$ cat src/rtl/feature_frame_loader_if.sv
// feature_frame_loader_if: handshake and frame bus between the feature
// producer, the decision-tree loader and the class consumer.
//   in_data/in_valid/in_last/in_ready : byte-serial feature stream (valid/ready)
//   features                          : parallel frame to the tree, X1 at LSBs
//   class_in                          : combinational class from the tree
//   class_out/class_valid/class_ack   : latched class to the consumer
//   frame_err                         : one-cycle pulse on misaligned in_last
// Modports: slave = loader side, master = producer/tree/consumer side.
interface feature_frame_loader_if #(
    parameter int unsigned NUM_FEATURES = 16,
    parameter int unsigned FEAT_W       = 8,
    parameter int unsigned CLASS_W      = 4
);
    logic [FEAT_W-1:0]              in_data;
    logic                           in_valid;
    logic                           in_last;
    logic                           in_ready;
    logic [NUM_FEATURES*FEAT_W-1:0] features;
    logic [CLASS_W-1:0]             class_in;
    logic [CLASS_W-1:0]             class_out;
    logic                           class_valid;
    logic                           class_ack;
    logic                           frame_err;

    modport slave (
        input  in_data, in_valid, in_last, class_in, class_ack,
        output in_ready, features, class_out, class_valid, frame_err
    );

    modport master (
        output in_data, in_valid, in_last, class_in, class_ack,
        input  in_ready, features, class_out, class_valid, frame_err
    );
endinterface

$ cat src/rtl/feature_frame_loader.sv
// feature_frame_loader: assembles a byte-serial stream of NUM_FEATURES
// features into a parallel frame, holds it on the decision tree for
// SETTLE_CYCLES, then latches the tree's class and presents it until acked.
// Ports:
//   clk   : clock
//   rst_n : asynchronous active-low reset
//   bus   : feature_frame_loader_if.slave (stream in, frame out, class out)
module feature_frame_loader #(
    parameter int unsigned NUM_FEATURES  = 16,
    parameter int unsigned FEAT_W        = 8,
    parameter int unsigned CLASS_W       = 4,
    parameter int unsigned SETTLE_CYCLES = 4
) (
    input  logic                  clk,
    input  logic                  rst_n,
    feature_frame_loader_if.slave bus
);
    localparam int unsigned IDX_W = (NUM_FEATURES > 1) ? $clog2(NUM_FEATURES) : 1;
    localparam logic [IDX_W-1:0] LAST_IDX    = IDX_W'(NUM_FEATURES - 1);
    localparam logic [7:0]       SETTLE_INIT = 8'(SETTLE_CYCLES);

    typedef enum logic [1:0] {
        LOAD,
        SETTLE,
        HOLD
    } state_t;

    state_t                               state;
    logic [IDX_W-1:0]                     index;
    logic [7:0]                           cnt;
    logic [NUM_FEATURES-1:0][FEAT_W-1:0]  slots;
    logic [CLASS_W-1:0]                   class_q;
    logic                                 class_valid_q;
    logic                                 frame_err_q;
    logic                                 ready_q;
    logic                                 last_slot;

    assign last_slot = (index == LAST_IDX);

    // ready_q mirrors (state == LOAD) but is kept as its own register so
    // in_ready is a clean flop output and reads 1 straight out of reset.
    always_ff @(posedge clk or negedge rst_n) begin
        if (!rst_n) begin
            state         <= LOAD;
            index         <= '0;
            cnt           <= '0;
            slots         <= '0;
            class_q       <= '0;
            class_valid_q <= 1'b0;
            frame_err_q   <= 1'b0;
            ready_q       <= 1'b1;
        end else begin
            frame_err_q <= 1'b0;
            case (state)
                LOAD: begin
                    if (bus.in_valid) begin
                        slots[index] <= bus.in_data;
                        if (last_slot && bus.in_last) begin
                            index   <= '0;
                            cnt     <= SETTLE_INIT;
                            ready_q <= 1'b0;
                            state   <= SETTLE;
                        end else if (last_slot || bus.in_last) begin
                            // Misaligned frame: drop it and resync on the next byte.
                            index       <= '0;
                            frame_err_q <= 1'b1;
                        end else begin
                            index <= index + 1'b1;
                        end
                    end
                end
                SETTLE: begin
                    // Counter runs SETTLE_CYCLES..0; the sample happens on the
                    // cycle after it hits 0, giving SETTLE_CYCLES+1 latency.
                    if (cnt == 8'd0) begin
                        class_q       <= bus.class_in;
                        class_valid_q <= 1'b1;
                        state         <= HOLD;
                    end else begin
                        cnt <= cnt - 8'd1;
                    end
                end
                HOLD: begin
                    if (bus.class_ack && class_valid_q) begin
                        class_valid_q <= 1'b0;
                        ready_q       <= 1'b1;
                        state         <= LOAD;
                    end
                end
                default: begin
                    state   <= LOAD;
                    ready_q <= 1'b1;
                end
            endcase
        end
    end

    assign bus.in_ready    = ready_q;
    assign bus.features    = slots;
    assign bus.class_out   = class_q;
    assign bus.class_valid = class_valid_q;
    assign bus.frame_err   = frame_err_q;

endmodule

$ cat src/flat_wrapper.sv
// flat-port wrapper written by rule: the top's interface ports become plain ports
module feature_frame_loader_flat 
#(
    parameter int unsigned NUM_FEATURES  = 16,
    parameter int unsigned FEAT_W        = 8,
    parameter int unsigned CLASS_W       = 4,
    parameter int unsigned SETTLE_CYCLES = 4
)
  (clk, rst_n, bus_in_data, bus_in_valid, bus_in_last, bus_class_in, bus_class_ack, bus_in_ready, bus_features, bus_class_out, bus_class_valid, bus_frame_err);
  feature_frame_loader_if #(.NUM_FEATURES(NUM_FEATURES), .FEAT_W(FEAT_W), .CLASS_W(CLASS_W)) bus_i ();
  input  logic clk;
  input  logic rst_n;
  input wire logic [$bits(bus_i.in_data)-1:0] bus_in_data;
  input wire logic [$bits(bus_i.in_valid)-1:0] bus_in_valid;
  input wire logic [$bits(bus_i.in_last)-1:0] bus_in_last;
  input wire logic [$bits(bus_i.class_in)-1:0] bus_class_in;
  input wire logic [$bits(bus_i.class_ack)-1:0] bus_class_ack;
  output wire logic [$bits(bus_i.in_ready)-1:0] bus_in_ready;
  output wire logic [$bits(bus_i.features)-1:0] bus_features;
  output wire logic [$bits(bus_i.class_out)-1:0] bus_class_out;
  output wire logic [$bits(bus_i.class_valid)-1:0] bus_class_valid;
  output wire logic [$bits(bus_i.frame_err)-1:0] bus_frame_err;
  assign bus_i.in_data = bus_in_data;
  assign bus_i.in_valid = bus_in_valid;
  assign bus_i.in_last = bus_in_last;
  assign bus_i.class_in = bus_class_in;
  assign bus_i.class_ack = bus_class_ack;
  assign bus_in_ready = bus_i.in_ready;
  assign bus_features = bus_i.features;
  assign bus_class_out = bus_i.class_out;
  assign bus_class_valid = bus_i.class_valid;
  assign bus_frame_err = bus_i.frame_err;
  feature_frame_loader #(.NUM_FEATURES(NUM_FEATURES), .FEAT_W(FEAT_W), .CLASS_W(CLASS_W), .SETTLE_CYCLES(SETTLE_CYCLES)) u_core (.clk(clk), .rst_n(rst_n), .bus(bus_i));
endmodule
$ cat config.mk
export PLATFORM = sky130hd
export DESIGN_NAME = feature_frame_loader_flat
export DESIGN_NICKNAME = d
export VERILOG_FILES = /design/src/rtl/feature_frame_loader_if.sv /design/src/rtl/feature_frame_loader.sv /design/src/flat_wrapper.sv
export SDC_FILE = /design/constraint.sdc
export NUM_CORES = 1
export LEC_CHECK = 0
export ABC_AREA = 1
export CAP_MARGIN = 20
export CORE_ASPECT_RATIO = 1.75
export CORE_UTILIZATION = 50
export CTS_BUF_LIST = sky130_fd_sc_hd__clkbuf_8
export DETAILED_ROUTE_END_ITERATION = 10
export PLACE_DENSITY = 0.82
export SYNTH_ARGS = -nofsm -noshare
export SYNTH_HDL_FRONTEND = slang
export SYNTH_SLANG_ARGS = --single-unit
$ cat constraint.sdc
create_clock -name clk -period 1.8 [get_ports clk]
set_input_delay 0.27 -clock clk [delete_from_list [all_inputs] [get_ports clk]]
set_output_delay 0.27 -clock clk [all_outputs]
set_load 0.01 [all_outputs]
==> load_flow_metrics.sql, run 1 <==
INSERT INTO impl_metrics (metric_group, metric, value, unit) VALUES
('grt', 'largest_net_degree_at_the_start_of_global_routing', '52', ''),
('grt', 'antenna_found_initial', '0', ''),
('cells_and_area', 'antenna-diode-count', '0', ''),
('drt', 'drt_first_iter_violations', '336', ''),
('clock_tree', 'cts_max_path_buffers', '2', ''),
('drt', 'total_vias_in_the_final_route', '4873', ''),
('die', 'die_y', '146', 'um'),
('synthesis', 'synthesis.yosys.warnings', '0', ''),
('sta', 'fin_worst_skew', '0.0115', 'ns'),
('grt', 'number_of_global_route_vias_before_repair', '4936', ''),
('placement', 'dp.final_hpwl', '11.1', 'mm'),
('worst_setup_path', 'slowest_delay', '0.42', 'ns'),
('placement', 'globalplace.congestion', '0.841', ''),
('drt', 'wl', '16.3', 'mm'),
('synthesis', 'synth.net_count', '632', ''),
('sta', 'maximum_clock_frequency', '583', 'MHz'),
('clock_tree', 'insertion_delay', '0.45', 'ns'),
('power', 'p_leak', '3.72', 'nW'),
('outcome', 'status', 'complete, but fails checks', ''),
('sta', 'slew_headroom', '0.639', ''),
('worst_setup_path', 'path_cells', 'ha_1 -> inv_2 -> nor2_4 -> inv_1 -> ha_1 -> inv_1 -> nor3_2 -> o21ai_0 -> a22oi_1', ''),
('synthesis', 'synth.ff_latch_count', '149', ''),
('drt', 'drt_drc_violations_left', '16', ''),
('worst_setup_path', 'r2r_slack', '0.09', 'ns'),
('synthesis', 'synthXorXnorAreaFrac', '0.00297', ''),
('drt', 'drt_pre_antenna_iters', '8', ''),
('drt', 'ant_nets', '0', ''),
('worst_setup_path', 'crit_path_end_kind', 'register', ''),
('cells_and_area', 'highest_count_cells_in_the_layout_ignoring_fill_and_taps', '183 x sky130_fd_sc_hd__nand2_1, 149 x sky130_fd_sc_hd__clkdlybuf4s50_1, 148 x sky130_fd_sc_hd__dfrtp_1, 136 x sky130_fd_sc_hd__o21ai_0, 36 x sky130_fd_sc_hd__inv_1', ''),
('cells_and_area', 'finalNetCount', '799', ''),
('clock_tree', 'numCtsBuffers', '17', ''),
('worst_setup_path', 'crit_type', 'register to register', ''),
('worst_setup_path', 'critPathRequiredTime', '2.15', 'ns'),
('grt', 'grt_first_pass_wirelength', '26.0', 'mm'),
('cells_and_area', 'area_growth_syn_to_layout', '37.6', '%'),
('power', 'ir_worst_vdd', '0.693', 'mV'),
('synthesis', 'yosys-mux-area-fraction', '0', ''),
('synthesis', 'synth_compound_area_frac', '0.125', ''),
('job', 'number_of_violations_of_the_max_capacitance_limit', '0', ''),
('die', 'placeableCoreArea', '0.0115', 'mm2'),
('grt', 'grt-ovfl-total', '0', ''),
('drt', 'post_drt_wl_per_cell', '17.8', 'um'),
('drt', 'viasPerCell', '5.31', ''),
('die', 'floorplan.rows', '52', ''),
('power', 'p_total', '11.6', 'mW'),
('worst_setup_path', 'crit_slowest_cell', 'sky130_fd_sc_hd__dfrtp_1', ''),
('die', 'fp.dieW', '84.1', 'um'),
('clock_tree', 'clkSinkCount', '149', ''),
('clock_tree', 'ctsHtreeMaxLevel', '4', ''),
('outcome', 'violations_in_the_final_reports', 'DRC', ''),
('worst_setup_path', 'timing.critical_path.arrival', '2.06', 'ns'),
('clock_tree', 'clkTransAtPathRegs', '0.08', 'ns'),
('synthesis', 'yosysSeqAreaShare', '0.633', ''),
('grt', 'globalRouteTotalUtil', '0.279', ''),
('sta', 'setup-violations-final', '0', ''),
('sta', 'finalWorstPathRequiredPeriod', '1.71', 'ns'),
('die', 'initial_core_util', '0.512', ''),
('sta', 'drv_slew', '0', ''),
('synthesis', 'yosys.area_share.simple', '0.164', ''),
('synthesis', 'postSynthAreaPerCell', '9.77', 'um2'),
('worst_setup_path', 'timing.critical_path.from_type', 'register', ''),
('synthesis', 'synth_top_family_by_area', 'simple AND/OR/NAND/NOR gates', ''),
('clock_tree', 'clock_root_buffer', 'sky130_fd_sc_hd__clkbuf_8', ''),
('sta', 'finalHoldViolCount', '0', ''),
('synthesis', 'synth.distinct_cells', '22', ''),
('worst_hold_path', 'min_path_type', 'input pin to async pin', ''),
('die', 'top_level_ports', '152', ''),
('sta', 'fin_worst_hold_slack', '0.327', 'ns'),
('synthesis', 'syn_area', '0.00589', 'mm2'),
('sta', 'min_period_over_period', '0.952', ''),
('worst_setup_path', 'timing.reg2reg.worst_path_depth', '9', '');
-- metrics by stage --
step | cell area [um2] | setup slack [ns] | utilization | TNS, ns | cells
after floorplan | 5890 | 0.130 | - | 0 | 603
after global placement | 7600 | 0.0310 | 0.660 | 0 | 883
after detailed placement | 7600 | -0.0138 | 0.660 | -0.0312 | 883
after CTS | 8070 | 0.0273 | 0.701 | 0 | 916
after global routing | 8110 | -0.0692 | 0.704 | -1.03 | 918
final | 8110 | 0.0856 | 0.704 | 0 | 918
-- logic make-up (layout without fill, tap and decap cells) --
group,Yosys count,in the layout
and+or+nand+nor,232,233
adders and majority gates,12,12
AOI/OAI and AO/OA,146,146
buffers and inverters,62,241
DFF,149,149
xor gates and xnor gates,2,2
-- worst max path at each step --
stage                                      endpoint                         from  slack (ns)  cells after the start
5_1_grt        u_core.bus.features[115]$_DFFE_PN0P_  u_core.state[0]$_DFFE_PN0P_       -0.07                      7
3_5_place_dp    u_core.bus.features[80]$_DFFE_PN0P_                 bus_in_valid       -0.01                      6
6_report                u_core.index[3]$_DFFE_PN0P_  u_core.index[0]$_DFFE_PN0P_        0.09                      9
3_3_place_gp    u_core.bus.features[78]$_DFFE_PN0P_                 bus_in_valid        0.03                      6
2_1_floorplan             u_core.cnt[5]$_DFFE_PN0P_  u_core.index[0]$_DFFE_PN0P_        0.13                     11
4_1_cts                   u_core.cnt[6]$_DFFE_PN0P_  u_core.index[1]$_DFFE_PN0P_        0.03                     10
-- flip-flops by register name (all words and copies together), names as in the netlist --
signal	count
u_core.cnt	8
u_core.bus.frame_err	1
u_core.bus.in_ready	1
u_core.bus.features	128
u_core.bus.class_out	4
u_core.state	2
u_core.index	4
u_core.bus.class_valid	1
-- routing by layer --
metal	share of wire	vias to the layer above	GRT usage
li1	-	2283	-
met1	0.38	2388	0.315
met2	0.55	159	0.507
met3	0.043	43	0.0573
met4	0.034	0	0.113
met5	0	-	0
-- cell type report --
cell class	instances	area (um2)
Fill cell	816	3410
Multi-Input combinational cell	393	1910
Clock buffer	18	248
Inverter	36	135
Sequential cell	149	3730
Timing Repair Buffer	173	1720
Clock inverter	14	199
Tap cell	135	169
-- cells in the mapped netlist, drive strengths merged --
master / number / share of area
a21oi: 1 / 0.00085
a22oi: 1 / 0.0013
buf: 18 / 0.022
clkbuf: 8 / 0.0051
dfrtp: 148 / 0.63
dfstp: 1 / 0.0045
ha: 12 / 0.025
inv: 36 / 0.023
nand2: 190 / 0.12
nand3: 15 / 0.013
nand4: 4 / 0.0042
nor2: 20 / 0.020
nor3: 2 / 0.0017
o21a: 1 / 0.0013
o21ai: 143 / 0.12
or2: 1 / 0.0011
xor2: 2 / 0.0030
-- power by group --
part	total, mW	internal (mW)	switching (mW)
registers	4.69	4.15	0.545
clock network	2.89	1.57	1.32
logic	4.05	1.90	2.16
total	11.6	7.61	4.02
-- worst max-delay path, delay by kind of cell, from the launching register on --
family | cells | cell delay, ns
AO/OA/AOI/OAI | 2 | 0.31
adder cells (fa/ha/maj) | 2 | 0.37
buffers and inverters | 3 | 0.23
flip-flops | 1 | 0.42
AND/OR/NAND/NOR | 2 | 0.29
-- repair_timing --
action | in CTS | in global routing
pin swaps | 0 | 2
hold buffers | 1 | 0
resized for setup | 3 | 9
hold endpoints to repair | 44 | 0
cloned | 0 | 1
setup endpoints to repair | 10 | 61
buffers inserted | 0 | 1
No activity file was read; power rests on OpenSTA's default activity.
==> inputs of run 2 (changes only) <==
- CORE_ASPECT_RATIO: 1.75 -> unset
- SKIP_LAST_GASP: unset -> 1
==> load_flow_metrics.sql, run 2 (synthesis gave the netlist of run 1 again) <==
INSERT INTO impl_metrics (metric_group, metric, value, unit) VALUES
('cells_and_area', 'layout_commonest_cell', 'sky130_fd_sc_hd__nand2_1', ''),
('sta', 'slew_headroom', '0.506', ''),
('worst_setup_path', 'critical_path_peak_fanout', '16', ''),
('cells_and_area', 'post_route_cells_drive_above_1_share', '0.0922', ''),
('worst_setup_path', 'timing.critical_path.from', 'u_core.state[1]$_DFFE_PN0P_', ''),
('drt', 'post_drt_wl_per_cell', '16.9', 'um'),
('cells_and_area', 'fin_util', '0.706', ''),
('grt', 'globalRouteTotalUtil', '0.267', ''),
('die', 'die_area', '0.0122', 'mm2'),
('die', 'initial_core_util', '0.514', ''),
('clock_tree', 'cts_max_path_buffers', '2', ''),
('sta', 'maximum_clock_frequency', '573', 'MHz'),
('clock_tree', 'clkTransAtPathRegs', '0.08', 'ns'),
('drt', 'ant_nets', '0', ''),
('clock_tree', 'insertion_delay', '0.46', 'ns'),
('die', 'fp.dieW', '111', 'um'),
('grt', 'largest_net_degree_at_the_start_of_global_routing', '59', ''),
('cells_and_area', 'post-route-cell-area', '0.00810', 'mm2'),
('sta', 'fin_worst_skew', '0.0116', 'ns'),
('die', 'floorplan.rows', '39', ''),
('power', 'pwr_density_cell', '1410', 'mW/mm2'),
('drt', 'drt_drc_violations_left', '0', ''),
('sta', 'grt_setup_unrepaired', 'true', ''),
('clock_tree', 'ctsHtreeMaxLevel', '4', ''),
('placement', 'dp.cells', '890', ''),
('grt', 'grt_first_pass_wirelength', '24.9', 'mm'),
('drt', 'wl', '15.6', 'mm'),
('placement', 'dpl-instance-area', '0.00763', 'mm2'),
('sta', 'fin_worst_hold_slack', '0.284', 'ns'),
('power', 'p_total', '11.4', 'mW'),
('power', 'ir_worst_vdd', '1.03', 'mV'),
('grt', 'number_of_global_route_vias_before_repair', '4745', ''),
('cells_and_area', 'highest_count_cells_in_the_layout_ignoring_fill_and_taps', '182 x sky130_fd_sc_hd__nand2_1, 149 x sky130_fd_sc_hd__clkdlybuf4s50_1, 148 x sky130_fd_sc_hd__dfrtp_1, 134 x sky130_fd_sc_hd__o21ai_0, 36 x sky130_fd_sc_hd__inv_1', ''),
('sta', 'finalWorstPathRequiredPeriod', '1.74', 'ns'),
('placement', 'dp.final_hpwl', '10.7', 'mm'),
('sta', 'finalHoldViolCount', '0', ''),
('placement', 'placement.io_buffers', '151', ''),
('worst_setup_path', 'timing.critical_path.arrival', '2.06', 'ns'),
('worst_hold_path', 'min_path_type', 'input pin to async pin', ''),
('worst_setup_path', 'crit_path_end_kind', 'register', ''),
('sta', 'tightestPinTransition', '0.740', 'ns'),
('clock_tree', 'numCtsBuffers', '17', ''),
('worst_setup_path', 'rr_startpoint', 'u_core.state[1]$_DFFE_PN0P_', ''),
('drt', 'drt_pre_antenna_iters', '5', ''),
('die', 'top_level_ports', '152', ''),
('cells_and_area', 'area_growth_syn_to_layout', '37.5', '%'),
('cells_and_area', 'antenna-diode-count', '0', ''),
('worst_setup_path', 'crit_slowest_cell', 'sky130_fd_sc_hd__dfrtp_1', ''),
('outcome', 'status', 'completed', ''),
('worst_setup_path', 'slowest_delay', '0.41', 'ns'),
('sta', 'drv_slew', '0', ''),
('worst_setup_path', 'timing.critical_path.from_type', 'register', ''),
('drt', 'viasPerCell', '5.20', ''),
('drt', 'total_vias_in_the_final_route', '4804', ''),
('die', 'placeableCoreArea', '0.0115', 'mm2'),
('clock_tree', 'cts_tree', 'yes', ''),
('cells_and_area', 'largest_register_ffs', '128', ''),
('die', 'die_y', '111', 'um'),
('clock_tree', 'clkSinkCount', '149', ''),
('power', 'p_leak', '3.72', 'nW'),
('cells_and_area', 'finalNetCount', '799', ''),
('worst_setup_path', 'critPathRequiredTime', '2.12', 'ns'),
('sta', 'setup-violations-final', '0', ''),
('grt', 'grt-ovfl-total', '0', ''),
('worst_setup_path', 'path_cells', 'inv_1 -> ha_1 -> nand2_4 -> nor2_4 -> nand2_1 -> nand2_1 -> o21ai_0', ''),
('worst_setup_path', 'crit_type', 'register to register', ''),
('cells_and_area', 'instances_no_fill', '924', ''),
('clock_tree', 'clock_root_buffer', 'sky130_fd_sc_hd__clkbuf_8', ''),
('job', 'number_of_violations_of_the_max_capacitance_limit', '0', ''),
('grt', 'antenna_found_initial', '0', ''),
('worst_setup_path', 'timing.critical_path.mode_cell', 'sky130_fd_sc_hd__nand2_1', ''),
('placement', 'globalplace.congestion', '0.829', ''),
('sta', 'min_period_over_period', '0.969', ''),
('drt', 'drt_first_iter_violations', '284', '');
==> run 2: final cells by class <==
cell class	instances	area, um2
sequential	149	3730
fill	845	3370
multi-input combinational	393	1910
timing repair buffer	173	1740
clock buffer	20	275
tap	143	179
inverter	36	135
clock inverter	10	131
==> run 2: critical path: cells and delay by family, from the launching register on <==
kind,cells,cell delay [ns]
AO/OA/AOI/OAI,1,0.09
adder cells (fa/ha/maj),1,0.23
buffers and inverters,1,0.09
flip-flops,1,0.41
AND/OR/NAND/NOR,4,0.77
==> run 2: final timing paths <==
check,end,slack [ns],cells past startpoint
setup / recovery,u_core.bus.features[5]$_DFFE_PN0P_,0.06,7
max in group asynchronous,u_core.bus.features[2]$_DFFE_PN0P_,0.89,3
setup reg to reg,u_core.bus.features[5]$_DFFE_PN0P_,0.06,7
hold / removal,u_core.bus.features[45]$_DFFE_PN0P_,0.28,2
hold reg to reg,u_core.bus.features[124]$_DFFE_PN0P_,0.48,2
min in group clk,u_core.bus.class_out[1]$_DFFE_PN0P_,0.38,3
==> run 2: metal layers <==
metal  share of wire  track usage
met5               0            0
met3           0.066       0.0878
met2            0.49        0.427
met4           0.020        0.108
met1            0.42        0.338
==> run 2: timing repair <==
item	CTS	global route
cloned	0	1
hold buffers	1	0
endpoints found under the hold margin	34	0
endpoints found under the setup margin	3	73
setup buffers	0	2
gates resized for setup	3	11
pin swaps	0	2
==> run 2: through the flow <==
step	TNS (ns)	setup slack [ns]
6_report	0	0.0555
5_1_grt	-2.70	-0.133
4_1_cts	0	0.0276
3_5_place_dp	-0.451	-0.0643
3_3_place_gp	0	0.0156
2_1_floorplan	0	0.130
==> run 2: power by group <==
group	total (mW)	switching [mW]	internal, mW	leakage, nW
combinational	4.08	2.14	1.94	1.52
sequential	4.67	0.524	4.15	1.99
clock	2.65	1.20	1.45	0.204
